[src/rtl/id_ex_forward_stage_pkg.sv]
// Shared constants for the ID/EX register and its forwarding control.
package id_ex_forward_stage_pkg;

    localparam logic [1:0] FWD_IDEX  = 2'b00;
    localparam logic [1:0] FWD_EXMEM = 2'b10;
    localparam logic [1:0] FWD_MEMWB = 2'b01;

    localparam int DEF_DATA_W = 32;
    localparam int DEF_REG_AW = 5;

    // Register 0 reads as zero and is never a forwarding or hazard source.
    localparam int REG_ZERO = 0;

endpackage

[src/rtl/id_ex_forward_stage_fwd_select.sv]
// Forwarding-select decode for one EX source operand; EX/MEM beats MEM/WB.
module fwd_select
    import id_ex_forward_stage_pkg::*;
#(
    parameter int REG_AW = DEF_REG_AW
) (
    input  logic [REG_AW-1:0] src,
    input  logic [REG_AW-1:0] ex_mem_rd,
    input  logic              ex_mem_we,
    input  logic [REG_AW-1:0] mem_wb_rd,
    input  logic              mem_wb_we,
    output logic [1:0]        sel
);

    localparam logic [REG_AW-1:0] ZERO = REG_AW'(REG_ZERO);

    logic hit_exmem;
    logic hit_memwb;

    assign hit_exmem = ex_mem_we & (ex_mem_rd != ZERO) & (ex_mem_rd == src);
    assign hit_memwb = mem_wb_we & (mem_wb_rd != ZERO) & (mem_wb_rd == src);

    always_comb begin
        sel = FWD_IDEX;
        if (hit_exmem) begin
            sel = FWD_EXMEM;
        end else if (hit_memwb) begin
            sel = FWD_MEMWB;
        end
    end

endmodule

[src/rtl/id_ex_forward_stage.sv]
// ID/EX pipeline register with load-use stall, flush bubbles, WB write-through and forwarding selects.
module id_ex_forward_stage
    import id_ex_forward_stage_pkg::*;
#(
    parameter int DATA_W = DEF_DATA_W,
    parameter int REG_AW = DEF_REG_AW,
    parameter int CNT_W  = 16
) (
    input  logic              clk,
    input  logic              rst,
    input  logic              id_valid,
    input  logic [REG_AW-1:0] id_rs,
    input  logic [REG_AW-1:0] id_rt,
    input  logic [REG_AW-1:0] id_rd,
    input  logic [DATA_W-1:0] id_rs_data,
    input  logic [DATA_W-1:0] id_rt_data,
    input  logic              id_reg_write,
    input  logic              id_mem_read,
    input  logic              flush,
    input  logic [REG_AW-1:0] ex_mem_rd,
    input  logic              ex_mem_reg_write,
    input  logic [REG_AW-1:0] mem_wb_rd,
    input  logic              mem_wb_reg_write,
    input  logic [DATA_W-1:0] wb_data,
    output logic              stall,
    output logic              ex_valid,
    output logic [REG_AW-1:0] ex_rs,
    output logic [REG_AW-1:0] ex_rt,
    output logic [REG_AW-1:0] ex_rd,
    output logic [DATA_W-1:0] ex_rs_data,
    output logic [DATA_W-1:0] ex_rt_data,
    output logic              ex_reg_write,
    output logic              ex_mem_read,
    output logic [1:0]        fwd_a,
    output logic [1:0]        fwd_b,
    output logic [CNT_W-1:0]  stall_cnt
);

    localparam logic [REG_AW-1:0] ZERO = REG_AW'(REG_ZERO);

    function automatic logic [CNT_W-1:0] sat_inc(input logic [CNT_W-1:0] c);
        return (&c) ? c : c + CNT_W'(1);
    endfunction

    logic hz;
    logic wb_hit_rs;
    logic wb_hit_rt;

    assign hz = ex_valid & ex_mem_read & (ex_rd != ZERO) & id_valid
              & ((ex_rd == id_rs) | (ex_rd == id_rt));
    assign stall = hz & ~flush;

    // The register file is written at the end of WB, so a same-cycle read in ID is stale.
    assign wb_hit_rs = mem_wb_reg_write & (mem_wb_rd != ZERO) & (mem_wb_rd == id_rs);
    assign wb_hit_rt = mem_wb_reg_write & (mem_wb_rd != ZERO) & (mem_wb_rd == id_rt);

    // ID -> EX stage boundary
    always_ff @(posedge clk) begin
        if (rst) begin
            ex_valid     <= 1'b0;
            ex_rs        <= '0;
            ex_rt        <= '0;
            ex_rd        <= '0;
            ex_rs_data   <= '0;
            ex_rt_data   <= '0;
            ex_reg_write <= 1'b0;
            ex_mem_read  <= 1'b0;
            stall_cnt    <= '0;
        end else begin
            if (flush || stall) begin
                ex_valid     <= 1'b0;
                ex_rs        <= '0;
                ex_rt        <= '0;
                ex_rd        <= '0;
                ex_rs_data   <= '0;
                ex_rt_data   <= '0;
                ex_reg_write <= 1'b0;
                ex_mem_read  <= 1'b0;
            end else begin
                ex_valid     <= id_valid;
                ex_rs        <= id_rs;
                ex_rt        <= id_rt;
                ex_rd        <= id_rd;
                ex_rs_data   <= wb_hit_rs ? wb_data : id_rs_data;
                ex_rt_data   <= wb_hit_rt ? wb_data : id_rt_data;
                ex_reg_write <= id_reg_write & id_valid;
                ex_mem_read  <= id_mem_read & id_valid;
            end
            if (stall) begin
                stall_cnt <= sat_inc(stall_cnt);
            end
        end
    end

    fwd_select #(.REG_AW(REG_AW)) u_fwd_a (
        .src       (ex_rs),
        .ex_mem_rd (ex_mem_rd),
        .ex_mem_we (ex_mem_reg_write),
        .mem_wb_rd (mem_wb_rd),
        .mem_wb_we (mem_wb_reg_write),
        .sel       (fwd_a)
    );

    fwd_select #(.REG_AW(REG_AW)) u_fwd_b (
        .src       (ex_rt),
        .ex_mem_rd (ex_mem_rd),
        .ex_mem_we (ex_mem_reg_write),
        .mem_wb_rd (mem_wb_rd),
        .mem_wb_we (mem_wb_reg_write),
        .sel       (fwd_b)
    );

endmodule

[config.mk]
export PLATFORM = sky130hd
export DESIGN_NAME = id_ex_forward_stage
export DESIGN_NICKNAME = d
export VERILOG_FILES = /design/src/rtl/id_ex_forward_stage_pkg.sv /design/src/rtl/id_ex_forward_stage_fwd_select.sv /design/src/rtl/id_ex_forward_stage.sv
export SDC_FILE = /design/constraint.sdc
export NUM_CORES = 1
export LEC_CHECK = 0
export CAP_MARGIN = 20
export CORE_ASPECT_RATIO = 1.4
export CORE_MARGIN = 2
export CORE_UTILIZATION = 30
export CTS_CLUSTER_SIZE = 12
export DETAILED_ROUTE_END_ITERATION = 16
export PLACE_DENSITY = 0.67
export SYNTH_ARGS = -nofsm -noshare
export SYNTH_HDL_FRONTEND = slang
export SYNTH_SLANG_ARGS = --single-unit
[constraint.sdc]
create_clock -name clk -period 1.95 [get_ports clk]
set_input_delay 0.39 -clock clk [delete_from_list [all_inputs] [get_ports clk]]
set_output_delay 0.39 -clock clk [all_outputs]
set_load 0.05 [all_outputs]
### Yosys cells after proc, flatten, opt, wreduce, memory -nomap -nowiden

Index checks and enable logic that the tools add are counted.

| word-level totals | value |
|---|---|
| output and inout bits | 103 |
| memories kept | 0 |
| RAM bits | 0 |
| word-level logic and storage cells | 49 |
| register bits | 98 |
| input bits | 129 |
| latch bits | 0 |
| bits in read-only memories | 0 |

| cells by class | value |
|---|---|
| $mul | 0 |
| mux-type cells | 6 |
| shift-type cells | 0 |
| reduce and logical (&&, ||, !) cells | 7 |
| $lt $le $gt $ge | 0 |
| divide/modulo/power cells | 0 |
| eq/ne operators | 8 |
| add/subtract/negate cells | 1 |
| bitwise gates (word level) | 18 |

Operators by type and width:

| operator | count |
|---|---|
| $mux 32 | 2 |
| $eq 5x5->1 | 8 |
| $add 16x1->16 const B | 1 |
| $reduce_and 16->1 | 1 |
| $and 1x1->1 | 15 |
| $reduce_bool 5->1 | 3 |
| $mux 2 | 2 |
| $mux 1 | 2 |
| $not 1->1 | 2 |
| $reduce_and 2->1 | 1 |
| $reduce_or 2->1 | 1 |
| $logic_or 1x1->1 | 1 |
| $or 1x1->1 | 1 |

### Logic depth before layout (Yosys ltp)

| depth | value |
|---|---|
| depth after elaboration | 7 |
| depth in mapped cells | 7 |

### By module

Synthesis repeated with hierarchy kept, for this count alone.

| unflattened totals | value |
|---|---|
| cells, all modules | 430 |
| area total of the unflattened synthesis | 4267.8 um^2 |

Modules (own cells, without submodules):

| module | cells each | area each (um^2) | sequential area each (um^2) | instances |
|---|---|---|---|---|
| id_ex_forward_stage | 388 | 3950.0 | 1961.9 | 1 |
| fwd_select | 21 | 158.9 | 0.0 | 2 |

### Worst setup path after synthesis

OpenSTA, ideal clock, no wires.

| timing | value |
|---|---|
| path type | flip-flop to output port |
| start point | register ex_rt[4] |
| end point | output port fwd_b[0] |
| arrival time | 2.879 ns |
| slack | -1.319 ns |
| cell stages (with the launch flop) | 4 |
| data required time | 1.560 ns |
| cell sequence | dfxtp_1 > xor2_1 > or4_2 > nor4_1 |

| between the ends | value |
|---|---|
| longest elaborated chain between the ends | 4 |
| elaborated cells on any way between the ends | 6 |

RTL lines:

| element | RTL line | source |
|---|---|---|
| start, declared | id_ex_forward_stage.sv:28 | `output logic [REG_AW-1:0] ex_rt,` |
| start signal, assigned | id_ex_forward_stage.sv:82 | `ex_rt <= id_rt;` |
| $eq 5x5->1 | id_ex_forward_stage_fwd_select.sv:21 | `assign hit_memwb = mem_wb_we & (mem_wb_rd != ZERO) & (mem_wb_rd == src);` |
| $and 1x1->1 | id_ex_forward_stage_fwd_select.sv:21 |  |
| $mux 1 | id_ex_forward_stage_fwd_select.sv:27 | `end else if (hit_memwb) begin` |
| $mux 2 * | id_ex_forward_stage_fwd_select.sv:25 | `if (hit_exmem) begin` |
| end, declared | id_ex_forward_stage.sv:35 | `output logic [1:0] fwd_b,` |

Every way passes the cells marked *; elsewhere a longest branch is shown, timed or not.

### Worst setup path in the final report

| timing | value |
|---|---|
| start point | input port mem_wb_rd[1] |
| end point | output port fwd_a[0] |

| between the ends | value |
|---|---|
| longest elaborated chain between the ends | 5 |
| elaborated cells on any way between the ends | 6 |

RTL lines:

| element | RTL line | source |
|---|---|---|
| start, declared | id_ex_forward_stage.sv:22 | `input logic [REG_AW-1:0] mem_wb_rd,` |
| $reduce_bool 5->1 | id_ex_forward_stage_fwd_select.sv:21 |  |
| $and 1x1->1 | id_ex_forward_stage_fwd_select.sv:21 |  |
| $and 1x1->1 * | id_ex_forward_stage_fwd_select.sv:21 |  |
| $mux 1 * | id_ex_forward_stage_fwd_select.sv:27 |  |
| $mux 2 * | id_ex_forward_stage_fwd_select.sv:25 |  |
| end, declared | id_ex_forward_stage.sv:34 | `output logic [1:0] fwd_a,` |

Marks and branches as above.

==> results.tsv <==
metric	value	unit
grtUsageTotal	18.26	%
route.detailed.drc	0	
timing.final.hold_violations	0	
setup_violations	49	
cts_made_buffers	9	
globalRoute.totalOverflow	0	
detail-route-antenna-nets	0	
yosys-mux-area-fraction	15.64	%
skew	0.01215	ns
die-area	0.01519	mm2
power-per-cell-area	620.3	mW/mm2
placer_s_final_routability_congestion_estimate	0.8052	
layout.nets	845	
wl	15.25	mm
core_area	0.01391	mm2
clock_latency	0.35	ns
critical_path_sink_type	output port	
slowest_stage	sky130_fd_sc_hd__or4_4	
synth_compound_area_share	6.134	%
post_drt_wl_per_cell	16.85	um
cp_cell_sequence	buf_6, buf_6, buf_6, xor2_1, or4_4, nor4_4, buf_12	
final_period_minus_worst_setup_slack	2.260	ns
synth_enable_flop_cells	0	
share_of_synthesized_registers_carrying_an_async_set_or_reset	0	%
pin_count_of_the_biggest_net_entering_global_routing	39	
number_of_antenna_violations_at_the_first_check_in_global_routing	0	
clk_root_buffer_cell	sky130_fd_sc_hd__clkbuf_16	
violations	negative setup slack	
synth-simple-area-share	19.23	%
first_global_vias	4278	
die_width	104.7	um
ys_seq_elements	98	
postSynthAreaPerCell	9.960	um2
post_synth_fa_ha_maj_area_fraction	0.2935	%
first_pass_grt_wire_length	22.14	mm
drt_first_iter_violations	76	
routed-via-count	4209	
hold-worst-slack	0.4684	ns
startpoint_type	input pin	
rsz0062_at_grt	yes	
min_period_over_period	115.9	%
yosys_warns	0	
synth_commonest_cells	98 x sky130_fd_sc_hd__dfxtp_1, 74 x sky130_fd_sc_hd__nor2_1, 64 x sky130_fd_sc_hd__mux2i_1, 28 x sky130_fd_sc_hd__xor2_1, 19 x sky130_fd_sc_hd__and2_1	
yosys.area_share.xor_xnor	8.218	%
cts_num_sinks	98	
combinational_family_with_the_most_area_after_synthesis	simple AND/OR/NAND/NOR gates	
core.rowCount	51	
maxClockFrequency	442.5	MHz
maxCapViolations	0	
yosysTopAreaCell	sky130_fd_sc_hd__dfxtp_1	
cp-startpoint	mem_wb_rd[1]	
detail_route.vias_per_cell	4.651	
tritoncts	done	
netlist_area	0.004263	mm2
run_status	finished with violations	
irDropWorstVdd	0.0006176	V
placedCellCount	869	
dr.pass1.iters	4	
final_max_slew_viol_count	0	
cts_hold_repair.buffers	0	
port_buffers	231	
antenna_cells	0	
ioPinCount	232	
required_time_of_the_worst_setup_path	1.56	ns
min-delay-path-class	input pin to flop	
power.leakage	3.085	nW
final_cells	905	
yosys_most_used_dff	sky130_fd_sc_hd__dfxtp_1	
hold_start	id_rs[0]	
worstReg2RegStart	ex_rd[4]	
ys_types	46	
timing.critical_path.mode_cell	sky130_fd_sc_hd__buf_6	
h_tree_levels	3	
detailedPlacementHpwl	11.21	mm
clk_transition_reported_paths	0.07	ns
synth.top_cells.by_area	sky130_fd_sc_hd__dfxtp_1 46%, sky130_fd_sc_hd__mux2i_1 15%, sky130_fd_sc_hd__nor2_1 6.5%, sky130_fd_sc_hd__xor2_1 5.8%, sky130_fd_sc_hd__and2_1 2.8%	
effective_utilization_at_floorplan	30.64	%
pnr_total_power	4.991	mW
syn-num-nets	558	
area_delta_synth_final	88.73	%
post-synth-top-count-cell	sky130_fd_sc_hd__dfxtp_1	
synth_sequential_area_ratio	46.02	%
post-route-worst-setup-slack	-0.3101	ns
cp_data_arrival_time	1.87	ns
final_layout_size_suffix_gt1_share	29.31	%
max_stage_delay	0.55	ns
worst-slew-pin-transition	0.5454	ns
timing.max_slew.rel_slack	63.53	%
worstPathMaxFanout	4	
synth_top_area_share	46.02	%
die-height	145.0	um
clk_path_buf_depth	2	
worst-setup-path-type	input pin to output port	
fillerInstances	1242	
synthesis.instances	428	
-- state kept, by name (all words and copies together) (netlist names) --
name and cells:
ex_rs_data 32, ex_rt_data 32, stall_cnt 16, ex_rd 5, ex_rs 5, ex_rt 5, ex_mem_read 1, ex_reg_write 1
ex_valid 1
-- layout make-up --
cell class,count,area [um2],share of cell area [%]
tap,185,231.5,2.877
clock buffer,9,225.2,2.799
sequential,98,2009,24.98
inverter,4,15.01,0.1866
multi-input combinational,300,2451,30.47
clock inverter,7,67.56,0.8398
timing repair buffer,302,3045,37.85
-- power breakdown --
group	switching (mW)	leakage [nW]	internal, mW
Sequential	0.0327	0.816	2.07
Clock	0.859	0.142	0.905
Combinational	0.578	2.13	0.549
Total	1.47	3.08	3.52
-- final timing paths --
path                    end  slack, ns  cells past startpoint
max                fwd_a[0]      -0.31                      7
min                ex_rs[0]       0.47                      2
max reg2reg  ex_rt_data[11]      -0.05                      8
min reg2reg    stall_cnt[9]       0.50                      2
-- metrics by stage --
step                util (%)  worst slack, ns  area [um2]  setup TNS [ns]
finish                 57.83          -0.3101        8045          -1.800
global route           57.83          -0.3356        8045          -5.697
CTS                    54.80          -0.3068        7624         -0.9238
detailed placement     51.61          -0.8806        7179          -74.00
global placement       51.61          -0.8655        7179          -72.36
floorplan                  -          -0.2846        4373         -0.8220
-- repair_timing --
item | 4_1_cts | 5_1_grt
pin swaps | 20 | 38
buffers inserted | 10 | 6
gates resized for setup | 77 | 75
endpoints found under the setup margin | 109 | 37
cloned | 0 | 6
-- layout by cell type, fill, tap and decap left out, types with 2 or more instances in the layout --
cell type                         count
sky130_fd_sc_hd__nor3_2               2
sky130_fd_sc_hd__mux2i_1             62
sky130_fd_sc_hd__buf_4               68
sky130_fd_sc_hd__nor4_4               6
sky130_fd_sc_hd__xor2_2               2
sky130_fd_sc_hd__a21oi_1             13
sky130_fd_sc_hd__a311oi_1             2
sky130_fd_sc_hd__dfxtp_4              6
sky130_fd_sc_hd__dlymetal6s2s_1       5
sky130_fd_sc_hd__buf_12              13
sky130_fd_sc_hd__nand3_1             11
sky130_fd_sc_hd__o31ai_1              4
sky130_fd_sc_hd__clkdlybuf4s50_1    172
sky130_fd_sc_hd__nor2b_1              2
sky130_fd_sc_hd__nand2_1              4
sky130_fd_sc_hd__xnor2_1             12
sky130_fd_sc_hd__dlygate4sd2_1       17
sky130_fd_sc_hd__nand4_1              7
sky130_fd_sc_hd__clkdlybuf4s15_1      3
sky130_fd_sc_hd__buf_2                6
sky130_fd_sc_hd__xor2_1              26
sky130_fd_sc_hd__clkbuf_16           13
sky130_fd_sc_hd__inv_6                2
sky130_fd_sc_hd__buf_6               11
sky130_fd_sc_hd__or4_4                6
sky130_fd_sc_hd__nor2_4              18
sky130_fd_sc_hd__inv_8                3
sky130_fd_sc_hd__dfxtp_2             20
sky130_fd_sc_hd__o21ai_0              9
sky130_fd_sc_hd__inv_1                4
sky130_fd_sc_hd__o21ai_4              4
sky130_fd_sc_hd__nor2_1              40
sky130_fd_sc_hd__buf_8                2
sky130_fd_sc_hd__or4_1                3
sky130_fd_sc_hd__and3_1               5
sky130_fd_sc_hd__or3_1                8
sky130_fd_sc_hd__nor2_2              16
sky130_fd_sc_hd__dfxtp_1             72
sky130_fd_sc_hd__and2_1              19
-- worst max-delay path, delay by kind of cell --
| kind | cells | cell delay [ns] |
|---|---|---|
| AND/OR/NAND/NOR | 2 | 0.83 |
| buffers and inverters | 4 | 0.50 |
| XOR/XNOR | 1 | 0.14 |
-- kinds of logic after synthesis --
| family | Yosys count |
|---|---|
| and+or+nand+nor | 154 |
| DFF | 98 |
| AOI/OAI and AO/OA | 39 |
| xor gates and xnor gates | 40 |
| adders and majority gates | 1 |
| muxes | 66 |
| buffers and inverters | 30 |
-- layer usage --
metal / part of all wire, % / track usage [%] / vias up
met1: 37 / 18.87 / 1995
met4: 1.4 / 4.933 / 0
met5: 0 / 0 / -
met2: 56 / 35.19 / 139
li1: - / - / 2058
met3: 5.7 / 5.256 / 17
Power figures use the tool's default switching activity.
